[config.mk]
export PLATFORM = sky130hd
export DESIGN_NAME = ir_queue
export DESIGN_NICKNAME = d
export VERILOG_FILES = /design/src/rtl/ir_pkg.sv /design/src/rtl/ir_imm_gen.sv /design/src/rtl/ir_queue.sv
export SDC_FILE = /design/constraint.sdc
export NUM_CORES = 1
export LEC_CHECK = 0
export BUFFER_PORTS_ARGS = -buffer_cell sky130_fd_sc_hd__buf_2
export CAP_MARGIN = 20
export CORE_MARGIN = 2
export CORE_UTILIZATION = 30
export CTS_BUF_LIST = sky130_fd_sc_hd__clkbuf_8
export CTS_CLUSTER_DIAMETER = 30
export DETAILED_ROUTE_END_ITERATION = 10
export GPL_ROUTABILITY_DRIVEN = 0
export HOLD_SLACK_MARGIN = 0.05
export SLEW_MARGIN = 20
export SYNTH_ARGS = -nofsm -noshare
export SYNTH_HDL_FRONTEND = slang
export SYNTH_SLANG_ARGS = --single-unit
export TNS_END_PERCENT = 20
[constraint.sdc]
create_clock -name clk -period 8.35 [get_ports clk]
set_input_delay 1.2525 -clock clk [delete_from_list [all_inputs] [get_ports clk]]
set_output_delay 1.2525 -clock clk [all_outputs]
set_load 0.02 [all_outputs]
[src/rtl/ir_pkg.sv]
// Shared RV32I opcode constants, instruction format codes and queue entry layout.
// Included by ir_imm_gen and ir_queue; the entry is fixed to the RV32 instruction/pc layout.
package ir_pkg;

  localparam logic [6:0] OP_LUI    = 7'h37;
  localparam logic [6:0] OP_AUIPC  = 7'h17;
  localparam logic [6:0] OP_JAL    = 7'h6F;
  localparam logic [6:0] OP_JALR   = 7'h67;
  localparam logic [6:0] OP_BRANCH = 7'h63;
  localparam logic [6:0] OP_LOAD   = 7'h03;
  localparam logic [6:0] OP_STORE  = 7'h23;
  localparam logic [6:0] OP_IMM    = 7'h13;
  localparam logic [6:0] OP_REG    = 7'h33;
  localparam logic [6:0] OP_FENCE  = 7'h0F;
  localparam logic [6:0] OP_SYSTEM = 7'h73;

  typedef enum logic [2:0] {
    FMT_R = 3'd0,
    FMT_I = 3'd1,
    FMT_S = 3'd2,
    FMT_B = 3'd3,
    FMT_U = 3'd4,
    FMT_J = 3'd5
  } fmt_e;

  typedef struct packed {
    logic [31:0] pc;
    logic [31:0] isu;
  } entry_t;

endpackage

[src/rtl/ir_imm_gen.sv]
// Combinational RV32I immediate/format decoder; no state, no handshake.
// Illegal-opcode detection is built only when IR_ILLEGAL_DET_EN is defined.
module ir_imm_gen
  import ir_pkg::*;
#(
  parameter int XLEN = 32
) (
  input  logic [31:0]     isu,
  output logic [XLEN-1:0] imm,
  output logic [2:0]      fmt,
  output logic            illegal
);

  logic [31:0] imm32;
  fmt_e        fmt_d;

  always_comb begin
    imm32 = '0;
    fmt_d = FMT_R;
    case (isu[6:0])
      OP_IMM, OP_LOAD, OP_JALR, OP_SYSTEM, OP_FENCE: begin
        fmt_d = FMT_I;
        imm32 = {{20{isu[31]}}, isu[31:20]};
      end
      OP_STORE: begin
        fmt_d = FMT_S;
        imm32 = {{20{isu[31]}}, isu[31:25], isu[11:7]};
      end
      OP_BRANCH: begin
        fmt_d = FMT_B;
        imm32 = {{19{isu[31]}}, isu[31], isu[7], isu[30:25], isu[11:8], 1'b0};
      end
      OP_LUI, OP_AUIPC: begin
        fmt_d = FMT_U;
        imm32 = {isu[31:12], 12'b0};
      end
      OP_JAL: begin
        fmt_d = FMT_J;
        imm32 = {{11{isu[31]}}, isu[31], isu[19:12], isu[20], isu[30:21], 1'b0};
      end
      default: ;
    endcase
  end

  assign imm = XLEN'($signed(imm32));
  assign fmt = fmt_d;

`ifdef IR_ILLEGAL_DET_EN
  assign illegal = (isu[1:0] != 2'b11) ||
                   !(isu[6:0] inside {OP_LUI, OP_AUIPC, OP_JAL, OP_JALR, OP_BRANCH, OP_LOAD,
                                      OP_STORE, OP_IMM, OP_REG, OP_FENCE, OP_SYSTEM});
`else
  assign illegal = 1'b0;
`endif

endmodule

[src/rtl/ir_queue.sv]
// DEPTH-entry instruction queue with field-split head decode; push visible at head next cycle.
// Full blocks pushes even when popping; flush beats push/pop. IR_ILLEGAL_DET_EN enables illegal flag.
module ir_queue
  import ir_pkg::*;
#(
  parameter int D_WIDTH      = 32,
  parameter int XLEN         = 32,
  parameter int DEPTH        = 2,
  parameter int N_REGS       = 32,
  parameter int OP_CODE_SIZE = 7,
  parameter int FUNCT_3_SIZE = 3,
  parameter int FUNCT_7_SIZE = 7,
  localparam int RF_SIZE     = $clog2(N_REGS),
  localparam int CNT_W       = $clog2(DEPTH) + 1
) (
  input  logic                    clk,
  input  logic                    rst,
  input  logic                    flush,
  input  logic                    in_valid,
  output logic                    in_ready,
  input  logic [D_WIDTH-1:0]      in_isu,
  input  logic [XLEN-1:0]         in_pc,
  output logic                    out_valid,
  input  logic                    out_ready,
  output logic [XLEN-1:0]         out_pc,
  output logic [RF_SIZE-1:0]      rs1,
  output logic [RF_SIZE-1:0]      rs2,
  output logic [RF_SIZE-1:0]      rd,
  output logic [FUNCT_7_SIZE-1:0] funct7,
  output logic [FUNCT_3_SIZE-1:0] funct3,
  output logic [OP_CODE_SIZE-1:0] op_code,
  output logic [XLEN-1:0]         imm,
  output logic [2:0]              fmt,
  output logic                    illegal,
  output logic [CNT_W-1:0]        count
);

  localparam int PTR_W = (DEPTH > 1) ? $clog2(DEPTH) : 1;

  entry_t             mem [DEPTH];
  logic   [PTR_W-1:0] wr_ptr;
  logic   [PTR_W-1:0] rd_ptr;
  logic               push;
  logic               pop;
  entry_t             head;

  assign in_ready  = (count != CNT_W'(DEPTH));
  assign out_valid = (count != '0);
  assign push      = in_valid && in_ready;
  assign pop       = out_valid && out_ready;

  always_ff @(posedge clk) begin
    if (rst || flush) begin
      wr_ptr <= '0;
      rd_ptr <= '0;
      count  <= '0;
    end else begin
      if (push) wr_ptr <= (wr_ptr == PTR_W'(DEPTH - 1)) ? '0 : wr_ptr + PTR_W'(1);
      if (pop)  rd_ptr <= (rd_ptr == PTR_W'(DEPTH - 1)) ? '0 : rd_ptr + PTR_W'(1);
      count <= count + CNT_W'(push) - CNT_W'(pop);
    end
  end

  // Storage is deliberately not reset; only the pointers define what is valid.
  always_ff @(posedge clk) begin
    if (push && !flush && !rst) begin
      mem[wr_ptr] <= '{pc: 32'(in_pc), isu: 32'(in_isu)};
    end
  end

  assign head = mem[rd_ptr];

  logic [XLEN-1:0] imm_raw;
  logic [2:0]      fmt_raw;
  logic            illegal_raw;

  ir_imm_gen #(.XLEN(XLEN)) u_imm_gen (
    .isu     (head.isu),
    .imm     (imm_raw),
    .fmt     (fmt_raw),
    .illegal (illegal_raw)
  );

  always_comb begin
    out_pc  = '0;
    rs1     = '0;
    rs2     = '0;
    rd      = '0;
    funct7  = '0;
    funct3  = '0;
    op_code = '0;
    imm     = '0;
    fmt     = '0;
    illegal = 1'b0;
    if (out_valid) begin
      out_pc  = XLEN'(head.pc);
      rs1     = head.isu[15 +: RF_SIZE];
      rs2     = head.isu[20 +: RF_SIZE];
      rd      = head.isu[7 +: RF_SIZE];
      funct7  = head.isu[25 +: FUNCT_7_SIZE];
      funct3  = head.isu[12 +: FUNCT_3_SIZE];
      op_code = head.isu[0 +: OP_CODE_SIZE];
      imm     = imm_raw;
      fmt     = fmt_raw;
      illegal = illegal_raw;
    end
  end

endmodule

==> impl_metrics.py <==
metrics = {
    "clock_network": {
        "clk_latency_ns": 0.43,
        "post_cts_buffers": 0,
        "clkTransAtPathRegs_ns": 0.08,
        "cts_sinks": 133,
        "cts_tree": "yes",
        "root_buffer": "clkbuf_8",
        "cts_max_level": 4,
        "cts_hold_buf": 0,
        "ctsResizeCount": 0,
        "cts_buffer_depth": 2,
        "cts_inserted_buffers": 17,
    },
    "floorplan": {
        "die_x_um": 143,
        "num_rows": 50,
        "die_h_um": 143,
        "num_io_pins": 173,
        "core_area_sq_mm": 0.0188,
        "dieArea_sq_mm": 0.0205,
        "start_util": 0.308,
    },
    "critical_path": {
        "start_kind": "register",
        "worst-endpoint-arrival_ns": 4.34,
        "crit_family": "compound AO/OA/AOI/OAI gates",
        "max_stage_delay_ns": 0.92,
        "worstPathRequired_ns": 7.10,
        "crit_slowest_cell": "mux2i_1",
        "cp_max_fo": 47,
        "critPathKind": "register to output port",
        "path_cells": "buf_4 > mux2i_1 > nand3_1 > a2111oi_4 > o41ai_4 > a21oi_1 > buf_2",
        "critPathBufInv": 2,
        "cp-end-kind": "output port",
    },
    "power": {
        "vdd_drop_max_mv": 0.100,
        "leakagePower_nw": 2.74,
        "power.density_mw_per_mm2": 190,
        "finalPower_mw": 1.40,
    },
    "detailed_routing": {
        "avgViaCountPerCell": 4.62,
        "wirelength_um": 14000,
        "drt_iter0_drc": 152,
        "vias": 3960,
        "drc": 0,
        "ant_nets": 0,
        "dr.pass1.iters": 4,
        "avgRoutedWirePerCell_um": 16.3,
    },
    "timing": {
        "drv_slew": 0,
        "post-route-min-period_ns": 5.60,
        "finalCritPeriodShare": 0.670,
        "setup_viol": 0,
        "timing_hold_violations_final": 0,
        "clock_skew_ns": 0.00987,
        "timing.fmax_mhz": 179,
        "rsz0062_at_grt": "false",
        "hold_ws_ns": 0.562,
        "tns_ns": 0,
        "max_slew_margin": 0.303,
        "worst_pin_slew_ns": 1.02,
    },
    "logic_synthesis": {
        "ys_types": 46,
        "ys_seq_area_frac": 0.679,
        "synthTopCellsByArea": "edfxtp_1 66%, mux2i_1 11%, nor2_1 4.7%, dfxtp_1 1.7%, a21oi_1 1.6%",
        "synth_edf_count": 128,
        "syn_avg_cell_area_sq_um": 14.2,
        "synth-main-ff-cell": "edfxtp_1",
        "yosysWarnings": 0,
        "synth_top_cell_area_share": 0.662,
        "async_reset_ff_frac": 0,
        "synth-seq-cells": 133,
        "yosysTopAreaCell": "edfxtp_1",
        "synthCells": 409,
        "synth_nets": 480,
        "syn_area_sq_mm": 0.00580,
    },
    "place": {
        "dp_hpwl_um": 9580,
        "port_buffers": 171,
        "place_inst": 824,
        "place_area_sq_mm": 0.00695,
    },
    "layout": {
        "final_cell_mix": "171 x buf_2, 128 x edfxtp_1, 71 x nor2_1",
        "layout_commonest_cell": "buf_2",
        "fin_cells": 858,
        "drive_gt1_frac": 0.388,
        "finalNetCount": 654,
        "synthToLayoutAreaGrowth_pct": 26.3,
        "finalInstanceArea_sq_mm": 0.00733,
    },
    "grt": {
        "use_met3": 0.0510,
        "grt_util_met1": 0.159,
        "busiest_layer": "met2",
        "grtUsageTotal": 0.136,
        "grt_max_degree": 70,
        "grt_pass1_vias": 3881,
        "grt_remaining_overflow": 0,
        "antenna_found_initial": 4,
        "use_met2": 0.220,
        "grt_pass1_wl_um": 20700,
    },
    "outcome": {
        "outcome": "finished clean",
    },
    "run": {
        "maxCapViolations": 0,
    },
    "hold_path": {
        "min_path_type": "register to register",
    },
}
-- logic make-up (layout without fill, tap and decap cells) --
group,count (synthesis),count (layout),share of synthesized area
flip-flops,133,133,0.679
AND/OR/NAND/NOR,123,123,0.102
multiplexers,71,71,0.126
AO/OA/AOI/OAI,52,52,0.0632
buffers and inverters,23,210,0.0188
XOR/XNOR,4,4,0.00604
adder cells (fa/ha/maj),2,2,0.00431
other,1,3,0.000646
-- registers in the layout, indices dropped and copies added, names as in the netlist, named ones only --
name,flops
count,2
wr_ptr,1
mem,128
rd_ptr,1
-- layout make-up --
type | count | area [sq um]
inverters | 2 | 7.51
flip-flops and latches | 133 | 3950
repair buffers | 176 | 893
clock inverters | 15 | 140
clock buffers | 17 | 234
fillers | 1848 | 11500
multi-input cells | 253 | 1780
well taps | 260 | 325
diodes | 2 | 5.00
-- path summary, 6_finish.rpt --
| path | start | endpoint | slack [ns] | cells past startpoint |
|---|---|---|---|---|
| setup reg to reg | count[1] | count[1] | 5.40 | 10 |
| hold reg to reg | rd_ptr | rd_ptr | 0.56 | 2 |
| hold / removal | rd_ptr | rd_ptr | 0.56 | 2 |
| setup / recovery | register | imm[16] | 2.75 | 7 |
-- cells in the mapped netlist (all sizes together) (2+ instances only) --
master and n:
buf 11, nor2 73, or4 2, o21bai 4
nor4 4, a21oi 21, a31oi 2, nand3 8
edfxtp 128, dfxtp 5, nor3 6, or2b 6
nand2b 4, mux2i 64, a211oi 5, mux2 7
ha 2, xnor2 2, and2 5, clkbuf 10
xor2 2, o21ai 17, nand2 9
-- worst register-to-register path: cells and delay by family (launching register included) --
family | cells | cell delay, ns
buf+inv | 3 | 1.18
flops | 1 | 0.37
fa+ha+maj | 2 | 0.46
simple gates | 3 | 0.60
xor+xnor | 2 | 0.27
-- metal layers --
metal  routed length (um)  share of wire
met5                   13        0.00093
met2                 6810           0.49
met3                 1020          0.073
met1                 5740           0.41
met4                  382          0.027
-- power by group --
part | switching [mW] | internal [mW]
registers | 0.00581 | 0.746
logic | 0.0914 | 0.0470
clock network | 0.245 | 0.261
-- metrics by stage --
| step | utilization | setup slack (ns) |
|---|---|---|
| 6_report | 0.389 | 2.75 |
| 2_1_floorplan | - | 0.168 |
| 5_1_grt | 0.389 | 2.46 |
| 4_1_cts | 0.389 | 2.79 |
| 3_3_place_gp | 0.369 | 3.44 |
| 3_5_place_dp | 0.369 | 3.30 |
(Power assumes the default switching activity.)
